### config.mk
export PLATFORM = sky130hd
export DESIGN_NAME = change_decoder
export DESIGN_NICKNAME = d
export VERILOG_FILES = /design/src/rtl/change_decoder_pkg.sv /design/src/rtl/change_decoder_blink_divider.sv /design/src/rtl/change_decoder.sv
export SDC_FILE = /design/constraint.sdc
export NUM_CORES = 1
export LEC_CHECK = 0
export ABC_CLOCK_PERIOD_IN_PS = 2400
export CAP_MARGIN = 10
export CORE_MARGIN = 5
export CORE_UTILIZATION = 48
export CTS_CLUSTER_SIZE = 14
export DETAILED_ROUTE_END_ITERATION = 16
export PLACE_DENSITY = 0.74
export SYNTH_ARGS = -nofsm -noshare
export SYNTH_HDL_FRONTEND = slang
export SYNTH_HIERARCHICAL = 1
export SYNTH_SLANG_ARGS = --single-unit
### constraint.sdc
create_clock -name clk -period 2.4 [get_ports clk]
set_input_delay 0.48 -clock clk [delete_from_list [all_inputs] [get_ports clk]]
set_output_delay 0.48 -clock clk [all_outputs]
set_load 0.05 [all_outputs]
### src/rtl/change_decoder_pkg.sv
// Shared code values, state encodings and decode helpers for the change-hint receiver.
package change_decoder_pkg;

  localparam logic [3:0] CODE_IDLE  = 4'b1110;
  localparam logic [3:0] CODE_BLINK = 4'b1111;
  localparam int         HINT_BITS  = 10;

  typedef enum logic [1:0] {
    ST_IDLE   = 2'd0,
    ST_TRACK  = 2'd1,
    ST_SOLVED = 2'd2
  } state_e;

  typedef enum logic [1:0] {
    CL_IDX     = 2'd0,
    CL_BLINK   = 2'd1,
    CL_IDLE    = 2'd2,
    CL_ILLEGAL = 2'd3
  } code_class_e;

  function automatic code_class_e classify(input logic [3:0] code, input int num_bits);
    code_class_e cls;
    if (code == CODE_BLINK) begin
      cls = CL_BLINK;
    end else if (code == CODE_IDLE) begin
      cls = CL_IDLE;
    end else if (int'(code) < num_bits) begin
      cls = CL_IDX;
    end else begin
      cls = CL_ILLEGAL;
    end
    return cls;
  endfunction

  // Illegal codes behave like idle; a mode drop overrides every other transition.
  function automatic state_e fsm_next(input state_e cur, input code_class_e cls,
                                      input logic same, input logic hit, input logic en);
    state_e nx;
    if (!en || (cls == CL_IDLE) || (cls == CL_ILLEGAL)) begin
      nx = ST_IDLE;
    end else begin
      case (cur)
        ST_IDLE: begin
          if (hit) begin
            nx = ST_SOLVED;
          end else if (cls == CL_IDX) begin
            nx = ST_TRACK;
          end else begin
            nx = ST_IDLE;
          end
        end
        ST_TRACK: begin
          if (hit) begin
            nx = ST_SOLVED;
          end else begin
            nx = ST_TRACK;
          end
        end
        ST_SOLVED: begin
          if (!same) begin
            nx = ST_TRACK;
          end else begin
            nx = ST_SOLVED;
          end
        end
        default: nx = ST_IDLE;
      endcase
    end
    return nx;
  endfunction

endpackage

### src/rtl/change_decoder_blink_divider.sv
// Blink half-period divider: counts 0..BLINK_DIV-1 while running and toggles phase on wrap.
module change_decoder_blink_divider
  import change_decoder_pkg::*;
#(
  parameter int BLINK_DIV = 4
) (
  input  logic clk,
  input  logic reset,
  input  logic restart,
  input  logic run,
  output logic phase
);

  localparam int CW = (BLINK_DIV > 1) ? $clog2(BLINK_DIV) : 1;
  localparam logic [CW-1:0] LAST = CW'(BLINK_DIV - 1);

  logic [CW-1:0] cnt_r;
  logic          phase_r;

  // Restart parks the divider at count 0 with the LED phase on.
  always_ff @(posedge clk or negedge reset) begin
    if (!reset) begin
      cnt_r   <= {CW{1'b0}};
      phase_r <= 1'b1;
    end else if (restart) begin
      cnt_r   <= {CW{1'b0}};
      phase_r <= 1'b1;
    end else if (run) begin
      if (cnt_r == LAST) begin
        cnt_r   <= {CW{1'b0}};
        phase_r <= ~phase_r;
      end else begin
        cnt_r   <= cnt_r + CW'(1);
        phase_r <= phase_r;
      end
    end else begin
      cnt_r   <= cnt_r;
      phase_r <= phase_r;
    end
  end

  assign phase = phase_r;

endmodule

### src/rtl/change_decoder.sv
// Change-hint receiver: turns comparator codes into a blinking one-hot LED hint.
// Define CHANGE_DECODER_ERR_EN to add the sticky illegal-code flag on port err.
module change_decoder
  import change_decoder_pkg::*;
#(
  parameter int NUM_BITS     = HINT_BITS,
  parameter int BLINK_DIV    = 4,
  parameter int SOLVE_CYCLES = 4,
  parameter int CNT_W        = 8
) (
  input  logic                clk,
  input  logic                reset,
  input  logic [3:0]          change,
  input  logic                advance,
  input  logic                practicle,
  output logic [NUM_BITS-1:0] led,
  output logic                hint_valid,
  output logic [3:0]          hint_index,
  output logic [CNT_W-1:0]    step_count,
  output logic                solved
`ifdef CHANGE_DECODER_ERR_EN
  ,
  output logic                err
`endif
);

  localparam int RUN_W = $clog2(SOLVE_CYCLES);
  localparam logic [RUN_W-1:0] RUN_MAX = RUN_W'(SOLVE_CYCLES - 1);

  logic [3:0]          code_r;
  logic [3:0]          prev_r;
  logic [3:0]          hint_index_r;
  logic [RUN_W-1:0]    run_len_r;
  logic [RUN_W-1:0]    run_nx_s;
  logic [CNT_W-1:0]    step_r;
  logic [CNT_W-1:0]    step_inc_s;
  logic [NUM_BITS-1:0] led_r;
  logic [NUM_BITS-1:0] hint_led_s;
  state_e              state_r;
  state_e              state_nx_s;
  code_class_e         cls_s;
  logic                en_s;
  logic                same_s;
  logic                solve_hit_s;
  logic                new_hint_s;
  logic                phase_s;
  logic                div_restart_s;
  logic                div_run_s;
  logic                hint_valid_r;
  logic                solved_r;

  // Decode the registered code; a code equal to last cycle's means the board matches.
  always_comb begin
    en_s   = advance | practicle;
    cls_s  = classify(code_r, NUM_BITS);
    same_s = (code_r == prev_r);
    if (!same_s) begin
      run_nx_s = {RUN_W{1'b0}};
    end else if (run_len_r == RUN_MAX) begin
      run_nx_s = RUN_MAX;
    end else begin
      run_nx_s = run_len_r + RUN_W'(1);
    end
    solve_hit_s = (run_nx_s == RUN_MAX);
    new_hint_s  = (cls_s == CL_IDX) && ((state_r == ST_IDLE) || (code_r != hint_index_r));
    if (&step_r) begin
      step_inc_s = step_r;
    end else begin
      step_inc_s = step_r + CNT_W'(1);
    end
    state_nx_s    = fsm_next(state_r, cls_s, same_s, solve_hit_s, en_s);
    hint_led_s    = NUM_BITS'(1) << hint_index_r;
    div_run_s     = (state_r == ST_TRACK);
    div_restart_s = (state_r != ST_TRACK);
  end

  change_decoder_blink_divider #(
    .BLINK_DIV (BLINK_DIV)
  ) u_blink (
    .clk     (clk),
    .reset   (reset),
    .restart (div_restart_s),
    .run     (div_run_s),
    .phase   (phase_s)
  );

  // FSM, hint latch, step counter and LED drive; LEDs follow the state one cycle later.
  always_ff @(posedge clk or negedge reset) begin
    if (!reset) begin
      code_r       <= CODE_IDLE;
      prev_r       <= CODE_IDLE;
      state_r      <= ST_IDLE;
      run_len_r    <= {RUN_W{1'b0}};
      hint_index_r <= 4'd0;
      step_r       <= {CNT_W{1'b0}};
      led_r        <= {NUM_BITS{1'b0}};
      hint_valid_r <= 1'b0;
      solved_r     <= 1'b0;
    end else begin
      code_r       <= change;
      prev_r       <= code_r;
      state_r      <= state_nx_s;
      hint_valid_r <= (state_nx_s == ST_TRACK);
      solved_r     <= (state_nx_s == ST_SOLVED);
      if (!en_s) begin
        run_len_r    <= {RUN_W{1'b0}};
        step_r       <= {CNT_W{1'b0}};
        led_r        <= {NUM_BITS{1'b0}};
        hint_index_r <= hint_index_r;
      end else begin
        run_len_r <= run_nx_s;
        if (new_hint_s) begin
          hint_index_r <= code_r;
          step_r       <= step_inc_s;
        end else begin
          hint_index_r <= hint_index_r;
          step_r       <= step_r;
        end
        case (state_r)
          ST_TRACK:  led_r <= hint_led_s & {NUM_BITS{phase_s}};
          ST_SOLVED: led_r <= {NUM_BITS{1'b1}};
          default:   led_r <= {NUM_BITS{1'b0}};
        endcase
      end
    end
  end

  assign led        = led_r;
  assign hint_valid = hint_valid_r;
  assign hint_index = hint_index_r;
  assign step_count = step_r;
  assign solved     = solved_r;

`ifdef CHANGE_DECODER_ERR_EN
  logic err_r;

  // Sticky: only reset clears it, a mode drop does not.
  always_ff @(posedge clk or negedge reset) begin
    if (!reset) begin
      err_r <= 1'b0;
    end else if (en_s && (cls_s == CL_ILLEGAL)) begin
      err_r <= 1'b1;
    end else begin
      err_r <= err_r;
    end
  end

  assign err = err_r;
`endif

endmodule

## Word-level counts from Yosys, hierarchy flattened

Cells that the tools add are included.

| storage, ports and cells | value |
|---|---|
| bits in latches | 0 |
| flip-flop bits (word level) | 39 |
| memories | 0 |
| output and inout bits | 24 |
| RAM bits | 0 |
| bits in read-only memories | 0 |
| input bits | 8 |
| logic and storage cells | 71 |

| operators by class | value |
|---|---|
| $add $sub $neg | 3 |
| shift operators | 1 |
| reduce and logical (&&, ||, !) cells | 13 |
| equality and inequality tests | 16 |
| mux-type cells | 23 |
| div/mod/pow operators | 0 |
| bitwise gates (word level) | 3 |
| magnitude comparators | 1 |
| multiply operators | 0 |

Operators by type and width:

| operator | count |
|---|---|
| $mux 2 | 13 |
| $mux 8 | 3 |
| $pmux 10 s2 | 1 |
| $eq 2x2->1 const B | 7 |
| $and 10x10->10 | 1 |
| $mux 10 | 1 |
| $shl 1x4->10 const A | 1 |
| $add 8x1->8 const B | 1 |
| $eq 4x4->1 const B | 2 |
| $reduce_and 8->1 | 1 |
| $pmux 2 s3 | 1 |
| $reduce_and 2->1 | 3 |
| $add 2x1->2 const B | 2 |
| $eq 2x1->1 const B | 2 |
| $eq 4x4->1 | 1 |
| $logic_not 2->1 | 2 |
| $lt 4x4->1 const B | 1 |
| $mux 1 | 4 |
| $ne 2x1->1 const B | 2 |
| $ne 4x4->1 | 1 |
| $reduce_bool 2->1 | 2 |
| $logic_or 1x1->1 | 3 |
| $ne 2x2->1 const B | 1 |
| $logic_and 1x1->1 | 1 |
| 3 further kinds | 3 |

## Depth between registers and ports, before layout

Gate-level depths: netlist of run 1.

| depth | value |
|---|---|
| depth in word-level cells | 10 |
| mapped depth | 7 |
| depth with buffers taken out | 6 |

## Modules after synthesis

Netlist of run 1, hierarchy kept.

By module, submodules not included:

| module | times used | cells each | sequential area each (sq um) | area each (sq um) |
|---|---|---|---|---|
| change_decoder | 1 | 149 | 908.4 | 1,614.0 |
| change_decoder_blink_divider | 1 | 12 | 76.3 | 145.1 |

## Worst setup path after synthesis of run 1

Ideal clock, no wire load.

| timing | value |
|---|---|
| path kind | register -> register |
| start point | reg step_r[0] (netlist: step_count[0]) |
| end point | reg step_r[5] (netlist: step_count[5]) |
| buffers on the path | 0 |
| arrival | 1.867 ns |
| cell stages (with the launch flop) | 6 |
| setup slack | 0.455 ns |
| library setup time | 0.078 ns |
| clock period less this slack | 1.945 ns |
| data required time | 2.322 ns |
| path through | dfrtp_1 > ha_1 > nand3_1 > o2111ai_1 > or4_1 > a21oi_1 |

| between the ends | value |
|---|---|
| cells in the longest elaborated chain, start to end | 4 |
| elaborated cells on any way between the ends | 7 |
| classes of those cells | add/sub: 1; eq/ne: 1; mux: 3; reduce/logical: 2 |

RTL lines:

| item | line | RTL |
|---|---|---|
| start: declaration | change_decoder.sv:35 | `logic [CNT_W-1:0] step_r;` |
| start signal: assignment | change_decoder.sv:95 | `step_r <= {CNT_W{1'b0}};` |
| start signal: assignment | change_decoder.sv:107 | `step_r <= {CNT_W{1'b0}};` |
| start signal: assignment | change_decoder.sv:114 | `step_r <= step_inc_s;` |
| $add 8x1->8 | change_decoder.sv:69 | `step_inc_s = step_r + CNT_W'(1);` |
| $mux 8 | change_decoder.sv:66 | `if (&step_r) begin` |
| $mux 8 | change_decoder.sv:112 | `if (new_hint_s) begin` |
| $mux 8 | change_decoder.sv:105 | `if (!en_s) begin` |

Parallel ways exist; a longest one is shown, timed or not. The select of a mux whose other input is x is not followed.
A chain may end at the register's enable or synchronous reset.

## Worst setup path after layout of run 1

| timing | value |
|---|---|
| start point | reg hint_index_r[1] (netlist: hint_index[1]) |
| end point | out hint_index[1] |

RTL lines:

| item | line | RTL |
|---|---|---|
| start: declaration | change_decoder.sv:32 | `logic [3:0] hint_index_r;` |
| start signal: assignment | change_decoder.sv:109 | `hint_index_r <= hint_index_r;` |
| start signal: assignment | change_decoder.sv:113 | `hint_index_r <= code_r;` |
| start signal: assignment | change_decoder.sv:116 | `hint_index_r <= hint_index_r;` |
| end: declaration | change_decoder.sv:18 | `output logic [3:0] hint_index,` |

No word-level cell between the ends.

==> results_dict.tcl, run 1 <==
set metrics [dict create \
    status "complete, no violations" \
    endpoint_kind "output pin" \
    power_frac_seq_pct 45.1 \
    yosys_warnings 6 \
    core_um2 3610 \
    synth_common_cells "dfrtp_1 (32), nor2_1 (21), a21oi_1 (16)" \
    switching_share_pct 30.0 \
    avgSynthCellArea_um2 10.9 \
    clock_power_share_pct 33.9 \
    placedCellCount 237 \
    hold_path_class "reg -> reg" \
    grt_use_total_pct 14.0 \
    postRouteAntennaNets 0 \
    worst-path-max-fanout 9 \
    grt-ovfl-total 0 \
    grt_pass1_vias 1260 \
    ff2ff_path_depth 5 \
    cts_buffers 5 \
    grt_max_degree 40 \
    crit_chain "clkdlybuf4s50_1" \
    synth_most_common_cell "dfrtp_1" \
    fin_tns_setup_ps 0 \
    rsz0062_at_grt "no" \
    cts_resized 0 \
    timing.critical_path.to "hint_index[1]" \
    synthesis.area_um2 1760 \
    reg2reg_to "step_count[5]$_DFFE_PN0P_" \
    peakVddDrop_mv 0.472 \
    wl_per_cell_um 13.3 \
    drc 0 \
    num_vias 1297 \
    die_area_um2 4980 \
    synth_seq_cells 39 \
    cp.depth 1 \
    antenna_cells 0 \
    wl_um 3270 \
    p_per_area_nw_per_um2 756 \
    nFillCells 289 \
    antenna_found_initial 0 \
    htreeDepth 2 \
    drtPass1Iterations 6 \
    grt_pass1_wl_um 5550 \
    start_util_pct 48.8 \
    cts_hold_buf 0 \
    die_h_um 70.5 \
    yosysTopAreaCell "dfrtp_1" \
    postCtsSetupBuffers 0 \
    drtIter0Drc 72 \
    hold_viol 0 \
    crit_type "reg -> out" \
    ys_types 43 \
    path_buf_inv 1 \
    stdcell_count 245 \
    synth-main-ff-cell "dfrtp_1" \
    p_comb_share_pct 21.0 \
    power.leakage_nw 0.926 \
    crit_path_start "hint_index[1]$_DFFE_PN0P_" \
    areaGrowthSynthToFinish_pct 27.0 \
    synth_top_area_share_pct 45.5 \
    gp_congestion 0.812 \
    syn_inst 161 \
    clockBufferDepth 2 \
    synth_seq_area_share_pct 56.0 \
    drive_gt1_share_pct 14.7 \
    clk_pin_slew_ps 80 \
    rrSetupSlack_ps 590 \
    clkSinkCount 39 \
    synthArstFlopShare_pct 100 \
    place_ws_ps 464 \
    clock.fmax_mhz 466 \
    period_share_pct 89.4 \
    worstSkewPairLatency_ps 290 \
    worst_path_max_delay_cell "clkdlybuf4s50_1" \
    critical-path-top-delay-family "buffers and inverters" \
    startpoint_type "register" \
    io_buffers 31 \
    fin_skew_ps 5.69 \
    internal-power_w 0.00118 \
    ys_top_cells_by_area "dfrtp_1 (46%), dfstp_2 (10%), a21oi_1 (4.6%)" \
    critPathArrivalTime_ps 1670 \
    setup_slack_ps 255 \
    period_minus_slack_ps 2150 \
    crit_required_ps 1920 \
    final_util_pct 62.0 \
    fin_nets 210 \
    rows 22 \
    viasPerCell 5.29 \
    worst_pin_slew_ps 721 \
    worstReg2RegStart "step_count[0]$_DFFE_PN0P_" \
    hpwlAfterDp_um 2420 \
    pin_count 32 \
    cts_root_buffer "clkbuf_8" \
    slew_headroom_pct 51.8 \
    drv_cap 0 \
    cts_tree "built" \
    synth_nets 175 \
    p_sw_w 0.000508 \
    drv_slew 0 \
    setup_viol 0 \
    cpPeakStageDelay_ps 860 \
    chipWidth_um 70.5 \
    synth-edff-count 0 \
]
[worst min-delay path by stage]
| stage | from | endpoint | cells past startpoint |
|---|---|---|---|
| global route | code_r[2]$_DFF_PN1_ | prev_r[2]$_DFF_PN1_ | 0 |
| CTS | code_r[1]$_DFF_PN1_ | prev_r[1]$_DFF_PN1_ | 0 |
| finish | code_r[2]$_DFF_PN1_ | prev_r[2]$_DFF_PN1_ | 0 |
| detailed placement | code_r[3]$_DFF_PN1_ | prev_r[3]$_DFF_PN1_ | 0 |
| global placement | code_r[3]$_DFF_PN1_ | prev_r[3]$_DFF_PN1_ | 0 |
| floorplan | reset | code_r[0]$_DFF_PN0_ | 0 |
[per-stage QoR]
step           total power, W  hold WS (ps)  area [um^2]
2_1_floorplan         0.00101           184         1760
3_3_place_gp          0.00112           406         2110
3_5_place_dp          0.00113           409         2110
4_1_cts               0.00171           423         2230
5_1_grt               0.00177           428         2230
6_report              0.00169           422         2230
[placed cells by master, fill, tap and decap left out, types with 2 or more instances in the layout]
master	instances
or4_1	3
ha_1	6
nor2b_1	2
mux2_2	4
xnor2_1	7
clkbuf_8	6
or3_2	2
o31ai_1	3
a21oi_1	16
nor2_1	21
clkdlybuf4s50_1	31
inv_1	5
nor3_1	7
nand2b_1	3
buf_4	2
nand2_1	5
a31oi_1	5
o21ai_0	2
o21ai_1	2
or3_1	2
nand4_1	3
dfrtp_1	32
dfstp_2	7
[power groups by stage]
| stage | Clock, W | Sequential (W) | Combinational, W |
|---|---|---|---|
| floorplan | 0 | 0.000860 | 0.000154 |
| global placement | 0 | 0.000770 | 0.000348 |
| detailed placement | 0 | 0.000774 | 0.000358 |
| CTS | 0.000591 | 0.000762 | 0.000359 |
| global route | 0.000622 | 0.000769 | 0.000383 |
| finish | 0.000574 | 0.000762 | 0.000355 |
[kinds of logic (layout without fill, tap and decap cells)]
logic type                 after synthesis  in the layout  synth area share (%)
muxes                                    5              5                  3.13
xor gates and xnor gates                 8              8                  3.98
adders and majority gates                6              6                  4.27
AOI/OAI and AO/OA                       36             36                  12.8
and+or+nand+nor                         57             57                  17.0
DFF                                     39             39                  56.0
buffers and inverters                   10             46                  2.85
[layout make-up]
| cell class | count | area [um^2] | share of cell area [%] |
|---|---|---|---|
| well taps | 48 | 60.1 | 2.69 |
| clock inverters | 2 | 38.8 | 1.74 |
| multi-input cells | 112 | 724 | 32.4 |
| inverters | 5 | 18.8 | 0.840 |
| flip-flops and latches | 39 | 985 | 44.1 |
| repair buffers | 33 | 325 | 14.6 |
| clock buffers | 6 | 82.6 | 3.70 |
[registers in the layout, summed over array words and instances, names as in the netlist]
| register | count |
|---|---|
| u_blink/phase | 1 |
| u_blink/cnt_r | 2 |
| hint_valid | 1 |
| code_r | 4 |
| led | 10 |
| prev_r | 4 |
| run_len_r | 2 |
| state_r | 2 |
| hint_index | 4 |
| step_count | 8 |
| solved | 1 |
[metal layers]
layer / vias to the layer above / track usage (%) / wire [um]
met1: 624 / 15.4 / 1380
met3: 2 / 5.40 / 211
li1: 638 / - / -
met2: 33 / 25.4 / 1670
met4: 0 / 3.76 / 6
met5: - / 0 / 0
Power figures use the tool's default switching activity.
==> inputs of run 2 (changes only) <==
--- a/config.mk
+++ b/config.mk
@@ -6,7 +6,7 @@
 export NUM_CORES = 1
 export LEC_CHECK = 0
 export ABC_CLOCK_PERIOD_IN_PS = 2400
-export CAP_MARGIN = 10
+export CAP_MARGIN = 20
 export CORE_MARGIN = 5
 export CORE_UTILIZATION = 48
 export CTS_CLUSTER_SIZE = 14
==> results of run 2 <==
Same layout as run 1: the final DEF is identical, and so are final timing and power.
==> inputs of run 3 (changes only) <==
--- a/config.mk
+++ b/config.mk
@@ -9,9 +9,11 @@
 export CAP_MARGIN = 20
 export CORE_MARGIN = 5
 export CORE_UTILIZATION = 48
+export CTS_CLUSTER_DIAMETER = 80
 export CTS_CLUSTER_SIZE = 14
 export DETAILED_ROUTE_END_ITERATION = 16
 export PLACE_DENSITY = 0.74
+export SETUP_SLACK_MARGIN = 0.4
 export SYNTH_ARGS = -nofsm -noshare
 export SYNTH_HDL_FRONTEND = slang
 export SYNTH_HIERARCHICAL = 1
==> run 3 against run 2 <==
  * Combinational power is 5% lower
  * Hold slack hardly changed
  * Critical path type unchanged
  * Critical endpoint is now led[9]
  * Clock skew hardly changed
  * Design area is 0.67% lower
  * Core utilization is 0.42 points lower
==> results_dict.tcl, run 3 (synthesis results as in run 1) <==
set metrics [dict create \
    stdcell_count 245 \
    rrSetupSlack_ps 600 \
    worstHoldPathCells 0 \
    pin_count 32 \
    drc 0 \
    grt_pass1_wl_um 5580 \
    period_share_pct 80.1 \
    cpPeakStageDelay_ps 800 \
    status "complete, no violations" \
    drtPass1Iterations 6 \
    fin_skew_ps 5.58 \
    critical-path-top-delay-family "buffers and inverters" \
    final_cell_mix "dfrtp_1 (32), nor2_1 (21), clkdlybuf4s50_1 (19)" \
    setup_viol 0 \
    worst_path_max_delay_cell "clkdlybuf4s50_1" \
    die_area_um2 4980 \
    crit_type "reg -> out" \
    hpwlAfterDp_um 2420 \
    peakVddDrop_mv 0.471 \
    endpoint_kind "output pin" \
    io_buffers 31 \
    htreeDepth 2 \
    drv_slew 0 \
    placedCellCount 237 \
    final_common_cell "dfrtp_1" \
    grt_pass1_vias 1260 \
    nFillCells 295 \
    worstSkewPairLatency_ps 290 \
    hold_path_class "reg -> reg" \
    ff2ff_path_depth 5 \
    final_util_pct 61.6 \
    die_h_um 70.5 \
    worst-path-max-fanout 1 \
    drtIter0Drc 68 \
    core_um2 3610 \
    chipWidth_um 70.5 \
    clkSinkCount 39 \
    min_from "code_r[2]$_DFF_PN1_" \
    hold_ws_ps 422 \
    clk_pin_slew_ps 80 \
    cts_buffers 5 \
    grt_max_degree 40 \
    cts_root_buffer "clkbuf_8" \
    gp_congestion 0.812 \
    antenna_found_initial 0 \
    crit_required_ps 1920 \
    num_vias 1300 \
    startpoint_type "register" \
    wl_per_cell_um 13.4 \
    fin_tns_setup_ps 0 \
    grt-ovfl-total 0 \
    place_ws_ps 464 \
    slew_headroom_pct 53.6 \
    grt_use_total_pct 14.1 \
    wl_um 3270 \
    cts_tree "built" \
    drv_cap 0 \
    postRouteAntennaNets 0 \
    hold_viol 0 \
    path_buf_inv 1 \
    period_minus_slack_ps 1920 \
    largest_reg_flops 10 \
    reg2reg_to "step_count[5]$_DFFE_PN0P_" \
    crit_chain "clkdlybuf4s50_1" \
    start_util_pct 48.8 \
    worst_pin_slew_ps 694 \
    rows 22 \
    clock.fmax_mhz 520 \
    rsz0062_at_grt "no" \
    critPathArrivalTime_ps 1440 \
    viasPerCell 5.31 \
    drive_gt1_share_pct 14.7 \
    clockBufferDepth 2 \
    p_per_area_nw_per_um2 753 \
    antenna_cells 0 \
    power.leakage_nw 0.965 \
    areaGrowthSynthToFinish_pct 26.2 \
    worstReg2RegStart "step_count[0]$_DFFE_PN0P_" \
    fin_nets 210 \
    setup_slack_ps 478 \
    holdPathEnd "prev_r[2]$_DFF_PN1_" \
]
==> run 3: final cells by class <==
type	instances	area [um^2]	area share, %
sequential	39	985	44.4
multi-input combinational	112	724	32.6
timing repair buffer	33	310	14.0
clock buffer	6	82.6	3.72
tap	48	60.1	2.71
clock inverter	2	38.8	1.75
inverter	5	18.8	0.846
==> run 3: what timing repair did <==
action                                  4_1_cts  5_1_grt
gates resized for setup                      12        0
endpoints found under the setup margin       12        0
setup buffers                                 0        0
hold endpoints to repair                      0        0
hold buffers                                  0        0
==> run 3: worst max path at each step <==
stage / startpoint / to / slack, ps / depth (start not counted)
after CTS: led[9]$_DFF_PN0_ / led[9] / 470 / 1
final: led[9]$_DFF_PN0_ / led[9] / 480 / 1
after floorplan: step_count[0]$_DFFE_PN0P_ / step_count[5]$_DFFE_PN0P_ / 460 / 5
after global placement: practicle / solved$_DFF_PN0_ / 490 / 4
after detailed placement: practicle / state_r[1]$_DFF_PN0_ / 460 / 4
after global routing: led[9]$_DFF_PN0_ / led[9] / 450 / 1
==> run 3: through the flow <==
stage	cell area, um^2	power (W)
floorplan	1760	0.00101
global placement	2110	0.00112
detailed placement	2110	0.00113
CTS	2220	0.00169
global route	2220	0.00176
finish	2220	0.00167
==> run 3: power breakdown <==
group	switching [W]	internal, W	total [W]
logic	0.000220	0.000118	0.000338
registers	0.0000554	0.000705	0.000761
clock network	0.000232	0.000342	0.000574
total	0.000507	0.00117	0.00167
==> run 3: per-layer routing <==
metal  routed length [um]  global-route usage, %
met1                 1380                   15.6
met2                 1690                   25.4
met5                    0                      0
met4                    0                   3.76
met3                  211                   5.40
